### src/rtl/uart_pkg.sv
// uart_pkg: shared UART constants (parity/stop encodings, oversampling, status bit positions)
package uart_pkg;
    typedef enum logic [1:0] {PAR_NONE = 2'd0, PAR_ODD = 2'd1, PAR_EVEN = 2'd2} parity_e;
    typedef enum logic [0:0] {STOP_1 = 1'b0, STOP_2 = 1'b1} stop_e;
    localparam int SAMPLE_RATE   = 16;
    localparam int STS_W         = 2;
    localparam int STS_OVERFLOW  = 0;
    localparam int STS_BAD_FRAME = 1;
endpackage

### src/rtl/uart_sync_fifo.sv
// uart_sync_fifo: generic first-word-fall-through FIFO; caller guarantees no push when full without pop and no pop when empty
module uart_sync_fifo #(
    parameter int WIDTH = 9,
    parameter int DEPTH = 16
) (
    input  logic                     clk,
    input  logic                     rst,
    input  logic                     push,
    input  logic                     pop,
    input  logic [WIDTH-1:0]         din,
    output logic [WIDTH-1:0]         dout,
    output logic [$clog2(DEPTH):0]   level
);
    localparam int AW = $clog2(DEPTH);
    logic [WIDTH-1:0] mem_q [DEPTH];
    logic [AW-1:0] wr_ptr_q, wr_ptr_d, rd_ptr_q, rd_ptr_d;
    logic [AW:0] level_q, level_d;
    assign dout  = mem_q[rd_ptr_q];
    assign level = level_q;
    // advance pointers and track occupancy; reset empties the FIFO
    always_comb begin
        wr_ptr_d = rst ? '0 : push ? wr_ptr_q + AW'(1) : wr_ptr_q;
        rd_ptr_d = rst ? '0 : pop ? rd_ptr_q + AW'(1) : rd_ptr_q;
        level_d  = rst ? '0 : (push & ~pop) ? level_q + (AW+1)'(1) : (pop & ~push) ? level_q - (AW+1)'(1) : level_q;
    end
    // pointer and level registers
    always_ff @(posedge clk) begin
        wr_ptr_q <= wr_ptr_d;
        rd_ptr_q <= rd_ptr_d;
        level_q  <= level_d;
    end
    // storage is deliberately not reset
    always_ff @(posedge clk) begin
        if (push) mem_q[wr_ptr_q] <= din;
    end
endmodule

### src/rtl/uart_rx_fifo.sv
// uart_rx_fifo: receive buffer behind uart_rx with drop, sticky status and optional idle timeout (UART_RX_FIFO_TIMEOUT_EN)
module uart_rx_fifo
    import uart_pkg::*;
#(
    parameter int WIDTH     = 8,
    parameter int DEPTH     = 16,
    parameter int AFULL_LVL = 12
) (
    input  logic                   clk,
    input  logic                   rst,
    input  logic [WIDTH-1:0]       rx_dout,
    input  logic                   rx_valid,
    input  logic                   parity_err,
    input  logic                   cfg_drop_bad,
    output logic [WIDTH-1:0]       dout,
    output logic                   dout_perr,
    output logic                   dout_valid,
    input  logic                   dout_ready,
    output logic [$clog2(DEPTH):0] level,
    output logic                   afull,
    output logic                   overflow,
    output logic                   bad_frame,
    input  logic                   sts_clr,
    input  logic [15:0]            cfg_timeout,
    output logic                   rx_timeout
);
    localparam int LW = $clog2(DEPTH) + 1;
    logic drop, push, pop, full;
    logic [STS_W-1:0] sts_q, sts_d;
    assign drop       = cfg_drop_bad & parity_err;
    assign full       = level == LW'(DEPTH);
    assign dout_valid = level != '0;
    assign pop        = dout_valid & dout_ready;
    assign push       = rx_valid & ~drop & (~full | pop);
    assign afull      = level >= LW'(AFULL_LVL);
    assign overflow   = sts_q[STS_OVERFLOW];
    assign bad_frame  = sts_q[STS_BAD_FRAME];
    uart_sync_fifo #(.WIDTH(WIDTH + 1), .DEPTH(DEPTH)) u_fifo (
        .clk   (clk),
        .rst   (rst),
        .push  (push),
        .pop   (pop),
        .din   ({parity_err, rx_dout}),
        .dout  ({dout_perr, dout}),
        .level (level)
    );
    // sticky flags: a new event in the same cycle as sts_clr wins
    always_comb begin
        sts_d = sts_clr ? '0 : sts_q;
        sts_d[STS_OVERFLOW]  = sts_d[STS_OVERFLOW] | (rx_valid & ~drop & full & ~pop);
        sts_d[STS_BAD_FRAME] = sts_d[STS_BAD_FRAME] | (rx_valid & drop);
        sts_d = rst ? '0 : sts_d;
    end
    // status register
    always_ff @(posedge clk) begin
        sts_q <= sts_d;
    end
`ifdef UART_RX_FIFO_TIMEOUT_EN
    logic [15:0] idle_q, idle_d;
    assign rx_timeout = dout_valid & (cfg_timeout != '0) & (idle_q >= cfg_timeout);
    // idle counter restarts on any FIFO activity or when empty, saturates otherwise
    always_comb begin
        idle_d = (rst | push | pop | ~dout_valid) ? '0 : (&idle_q) ? idle_q : idle_q + 16'd1;
    end
    // idle counter register
    always_ff @(posedge clk) begin
        idle_q <= idle_d;
    end
`else
    logic unused_cfg_timeout;
    assign unused_cfg_timeout = ^cfg_timeout;
    assign rx_timeout = 1'b0;
`endif
endmodule
### config.mk
export PLATFORM = sky130hd
export DESIGN_NAME = uart_rx_fifo
export DESIGN_NICKNAME = d
export VERILOG_FILES = /design/src/rtl/uart_pkg.sv /design/src/rtl/uart_sync_fifo.sv /design/src/rtl/uart_rx_fifo.sv
export SDC_FILE = /design/constraint.sdc
export NUM_CORES = 1
export LEC_CHECK = 0
export ABC_AREA = 1
export CAP_MARGIN = 20
export CORE_UTILIZATION = 30
export CTS_BUF_LIST = sky130_fd_sc_hd__clkbuf_2
export CTS_CLUSTER_SIZE = 8
export DETAILED_ROUTE_END_ITERATION = 8
export SLEW_MARGIN = 40
export SYNTH_ARGS = -nofsm -noshare
export SYNTH_HDL_FRONTEND = slang
export SYNTH_SLANG_ARGS = --single-unit
### constraint.sdc
create_clock -name clk -period 2 [get_ports clk]
set_input_delay 0.4 -clock clk [delete_from_list [all_inputs] [get_ports clk]]
set_output_delay 0.4 -clock clk [all_outputs]
set_load 0.05 [all_outputs]
Yosys cells after proc, flatten, opt, wreduce, memory -nomap -nowiden
Memory sizes are Yosys's and may differ from the RTL's. A register that Yosys moved wholly into a read port is not among the register bits.
Cells that the tools add are included.
Word-level totals
  memories kept: 1
  output and inout port bits: 19
  memory bits (writable): 144
  ROM bits: 0
  latch bits: 0
  input bits: 31
  bits in registers: 15
  logic and storage cells: 36
Operators by class
  bitwise logic cells: 16
  shift operators: 0
  $add $sub $neg: 4
  $mul: 0
  $lt $le $gt $ge: 1
  muxes and demuxes: 7
  equality and inequality tests: 1
  reduce and logical (&&, ||, !) cells: 2
  div/mod/pow operators: 0
Memory list
  u_fifo.mem_q: depth 16, bits a word 9, read ports 1, clocked after memory_dff 1, wr ports 1, line uart_sync_fifo.sv:15  | logic [WIDTH-1:0] mem_q [DEPTH];
Operators with widths (number)
  5-bit two-way mux: 2
  1-bit bitwise AND: 9
  4-bit by 1-bit adder with 4-bit output, second input constant: 2
  4-bit two-way mux: 2
  5-bit by 1-bit adder with 5-bit output, second input constant: 1
  5-bit equality test, second input constant: 1
  5-bit by 4-bit greater-or-equal comparator with 1-bit output, second input constant: 1
  5-bit nonzero test: 1
  5-bit by 1-bit subtractor with 5-bit output, second input constant: 1
  1-bit NOT: 4
  1-bit bitwise OR: 3
  1-bit two-way mux: 2
  2-bit two-way mux: 1
  2-bit nonzero test: 1

Logic depth before layout (Yosys ltp)
Gate-level depths: netlist of run 1.
  word-level depth: 8
  depth in mapped cells: 15
  depth with buffers taken out: 15

Cells and area by module
Synthesis of run 1 repeated with hierarchy kept, for this count alone.
Second synthesis, totals
  cells, all modules: 723
  area total of the unflattened synthesis: 7244.4 µm²
By module, submodules not included
  uart_sync_fifo: times used 1, cells an instance 698, area an instance 7081.8 µm²
  uart_rx_fifo: times used 1, cells an instance 25, area an instance 162.7 µm²

Worst setup path before layout of run 1
No wires, ideal clock.
  kind: register -> register
  from: reg u_fifo.level_q[0] (netlist: u_fifo.level[0])
  to: reg u_fifo.level_q[3] (netlist: u_fifo.level[3])
  path slack: -694 ps
  data arrival time: 2579 ps
  stages on the path, launching flop included: 13
  required time: 1885 ps
  setup time: 115 ps
  path through: dfxtp_1 -> nor2_1 -> nand3_1 -> nand2_1 -> ha_1 -> inv_1 -> ha_1 -> a21oi_1 -> nand2_1 -> nand2_1 -> nand2_1 -> o21ai_0 -> inv_1
On the way
  word-level cells in the longest chain between the ends: 7
  elaborated cells between the ends (all ways): 15
  those cells by class: 2 x add/sub; 1 x eq/ne; 2 x mux; 8 x bitwise; 2 x reduce/logical
Ends and longest elaborated chain
  start: declaration: line uart_sync_fifo.sv:17  | logic [AW:0] level_q, level_d;
  start signal: assignment: line uart_sync_fifo.sv:30  | level_q <= level_d;
  5-bit nonzero test *: line uart_rx_fifo.sv:32  | assign dout_valid = level != '0;
  named net dout_valid: line uart_rx_fifo.sv:17  | output logic dout_valid,
  1-bit bitwise AND *: line uart_rx_fifo.sv:33  | assign pop = dout_valid & dout_ready;
  1-bit bitwise OR: line uart_rx_fifo.sv:34  | assign push = rx_valid & ~drop & (~full | pop);
  1-bit bitwise AND: line uart_rx_fifo.sv:34
  1-bit NOT: line uart_sync_fifo.sv:24  | level_d = rst ? '0 : (push & ~pop) ? level_q + (AW+1)'(1) : (pop & ~push) ? level_q - (AW+1)'(1) : level_q;
  1-bit bitwise AND: line uart_sync_fifo.sv:24
  2-bit nonzero test (no line)
The timed path passes the listed nets; every way through them passes the cells marked *. The select of a mux whose other input is x is not followed.
A chain may end at the register's enable or synchronous reset.

==> results of run 1 <==
[layout make-up]
cell class                 instances  area share
clock buffer                      20      0.0117
sequential                       163       0.551
clock inverter                    11      0.0160
inverter                          56      0.0258
timing repair buffer              88       0.119
multi-input combinational        370       0.236
tap                              280      0.0408
[synth_stat cells]
cell / number
a21boi_1: 1
a21oi_1: 13
buf_1: 2
buf_2: 13
buf_4: 9
clkbuf_1: 4
clkinv_1: 2
conb_1: 1
dfxtp_1: 19
edfxtp_1: 144
fa_1: 1
ha_1: 10
inv_1: 52
inv_2: 2
nand2_1: 106
nand2b_1: 1
nand3_1: 62
nand4_1: 1
nor2_1: 96
o211ai_1: 29
o21ai_0: 42
xnor2_1: 3
xor2_1: 4
[timing repair]
item / CTS / global route
gates cloned: 7 / 2
pin swaps: 14 / 14
resized for setup: 78 / 39
setup endpoints to repair: 16 / 18
setup buffers: 4 / 4
[power by group]
part           total, uW  switching [uW]  leakage [uW]  internal [uW]
clock network       1800            1110      0.000137            690
registers           3980             127       0.00146           3850
logic               4100            2390       0.00156           1700
total               9880            3630       0.00316           6240
[worst paths after layout]
check / startpoint / endpoint / slack, ns / cells past startpoint
max: flop / dout[5] / -0.58 / 8
min: rx_valid / sts_q[1] / 0.26 / 3
max reg2reg: u_fifo.level[3] / u_fifo.level[4] / 0.06 / 13
min reg2reg: sts_q[1] / sts_q[1] / 0.48 / 2
[layer usage]
| layer | wire length (microns) | part of all wire | vias up | track usage |
|---|---|---|---|---|
| met5 | 0 | 0 | - | 0 |
| met4 | 218 | 0.013 | 0 | 0.0447 |
| met3 | 666 | 0.040 | 15 | 0.0363 |
| met2 | 8180 | 0.50 | 113 | 0.242 |
| met1 | 7430 | 0.45 | 2294 | 0.182 |
| li1 | - | - | 2280 | - |
[kinds of logic after synthesis]
logic type | count (synthesis)
DFF | 163
xor gates and xnor gates | 7
AOI/OAI and AO/OA | 85
adders and majority gates | 11
other | 1
buffers and inverters | 84
and+or+nand+nor | 266
[tightest hold or removal path: stages]
cell             delay (ns)
clkdlybuf4s50_1        0.41
nand3_1                0.08
a21oi_1                0.05
[per-stage QoR]
step | setup slack, ns | TNS, ns | utilization | hold slack (ns)
global route | -0.785 | -6.99 | 0.389 | 0.189
CTS | -0.653 | -5.60 | 0.380 | 0.203
global placement | -0.367 | -14.80 | 0.352 | 0.461
finish | -0.582 | -5.07 | 0.389 | 0.263
detailed placement | -0.423 | -21.40 | 0.352 | 0.463
floorplan | -0.0188 | -0.0188 | - | 0.470
[state kept, by name, indices dropped and copies added (netlist names), named ones only]
name,flops
sts_q,2
u_fifo.rd_ptr_q,4
u_fifo.level,5
u_fifo.wr_ptr_q,4
u_fifo.mem_q,144
==> qor.yml, run 1 <==
synthesis:
  synth_area_per_cell_sq_um: 11.1
  netlist_instances: 617
  syn_nets: 659
  synth_top_area_share: 0.630
  muxShareOfSynthArea: 0
  synth-simple-area-share: 0.158
  synth_adder_area_share: 0.0212
  yosysWarnings: 0
  synth_compound_area_frac: 0.0729
  synth_area_leader_cell: "edfxtp_1"
  synth-xor-area-share: 0.00894
  synth.distinct_cells: 23
  synth_area_leaders: "edfxtp_1 63%, nand2_1 5.8%, dfxtp_1 5.5%, nor2_1 5.3%, nand3_1 4.5%"
  syn_area_sq_um: 6860
  synth_seq_area_share: 0.686
  yosys_register_bits: 163
  synth_top_family_by_area: "simple AND/OR/NAND/NOR gates"
power:
  ir_drop_mv: 1.01
  power_per_cell_area_nw_per_um2: 1150
  power_uw: 9880
  p_leak_uw: 0.00316
global_routing:
  grt_max_degree: 44
  grt_pass1_vias: 4631
  antenna_found_initial: 0
  grt_usage: 0.144
  gr-total-overflow: 0
  grt_pass1_wl_microns: 25400
sta:
  clock_skew_ns: 0.0296
  max_freq_mhz: 387
  layout_setup_ws_ns: -0.582
  setup_viol: 9
  min_period_ns: 2.58
  finalHoldViolCount: 0
  tightest_slew_ns: 0.669
  period_share: 1.29
  slew_headroom: 0.552
  rsz0062_at_grt: "yes"
  slew_viol_final: 0
cts:
  clk_latency_ns: 0.71
  clock-sinks: 163
  htree_levels: 4
  cts_buffer_depth: 2
  hold_buffers: 0
  cts_made_buffers: 17
  cts.root.buffer_cell: "clkbuf_2"
  cts_tree: "done"
  clk_pin_slew_ns: 0.22
detailed_routing:
  via_per_inst: 4.76
  drc: 0
  dr.pass1.iters: 6
  post_drt_wl_per_cell_microns: 16.7
  postRouteAntennaNets: 0
  route.vias.total: 4702
  wl_microns: 16500
  drt-initial-drc-count: 351
worst_setup_path:
  worstSetupStartpointType: "flop"
  cp_top_family: "buffers and inverters"
  critical_path.max_stage_delay_ns: 0.44
  crit_path_end_kind: "output port"
  slowest_stage: "dfxtp_4"
  crit_type: "flop to output port"
  arrival_ns: 2.18
  path_cells: "clkinvlp_4 > buf_12 > buf_16 > o21ai_4 > nand3_2 > nand3_1 > nand2_1 > buf_6"
  worst-path-buf-inv: 4
  critPathMaxFanout: 5
  cp_data_required_time_ns: 1.60
run_status:
  status: "complete, but fails checks"
  violations: "setup timing"
layout:
  ff_latch_area_sq_um: 4730
  fillers: 2089
  syn2layout_area_growth_pct: 25.1
  multi_input_area_sq_um: 2030
  drive_above_1_share: 0.223
  diodes: 0
  most-common-layout-cells: "144 x edfxtp_1, 99 x nand2_1, 91 x nor2_1"
  fin_nets: 738
  fin_area_sq_um: 8590
  fin_cells: 988
  final_common_cell: "edfxtp_1"
die:
  die_h_microns: 153
  die-area_sq_um: 23500
  ioPinCount: 50
  core_sq_um: 22100
  dieWidth_microns: 153
  row_count: 54
  initial_core_util: 0.311
placed_design:
  placed_cells: 940
  placed_cell_area_sq_um: 7780
  io_buffers: 32
  hpwl_microns: 9320
  place_congestion: 0.788
min_path:
  hold_path_class: "input port to flop"
run:
  maxCapViolCount: 0
Power figures use the tool's default switching activity.
==> run 2: changes to the inputs <==
--- a/config.mk
+++ b/config.mk
@@ -6,7 +6,6 @@
 export NUM_CORES = 1
 export LEC_CHECK = 0
 export ABC_AREA = 1
-export CAP_MARGIN = 20
 export CORE_UTILIZATION = 30
 export CTS_BUF_LIST = sky130_fd_sc_hd__clkbuf_2
 export CTS_CLUSTER_SIZE = 8
==> results of run 2 <==
The final DEF is identical to that of run 1; final timing and power are the same.
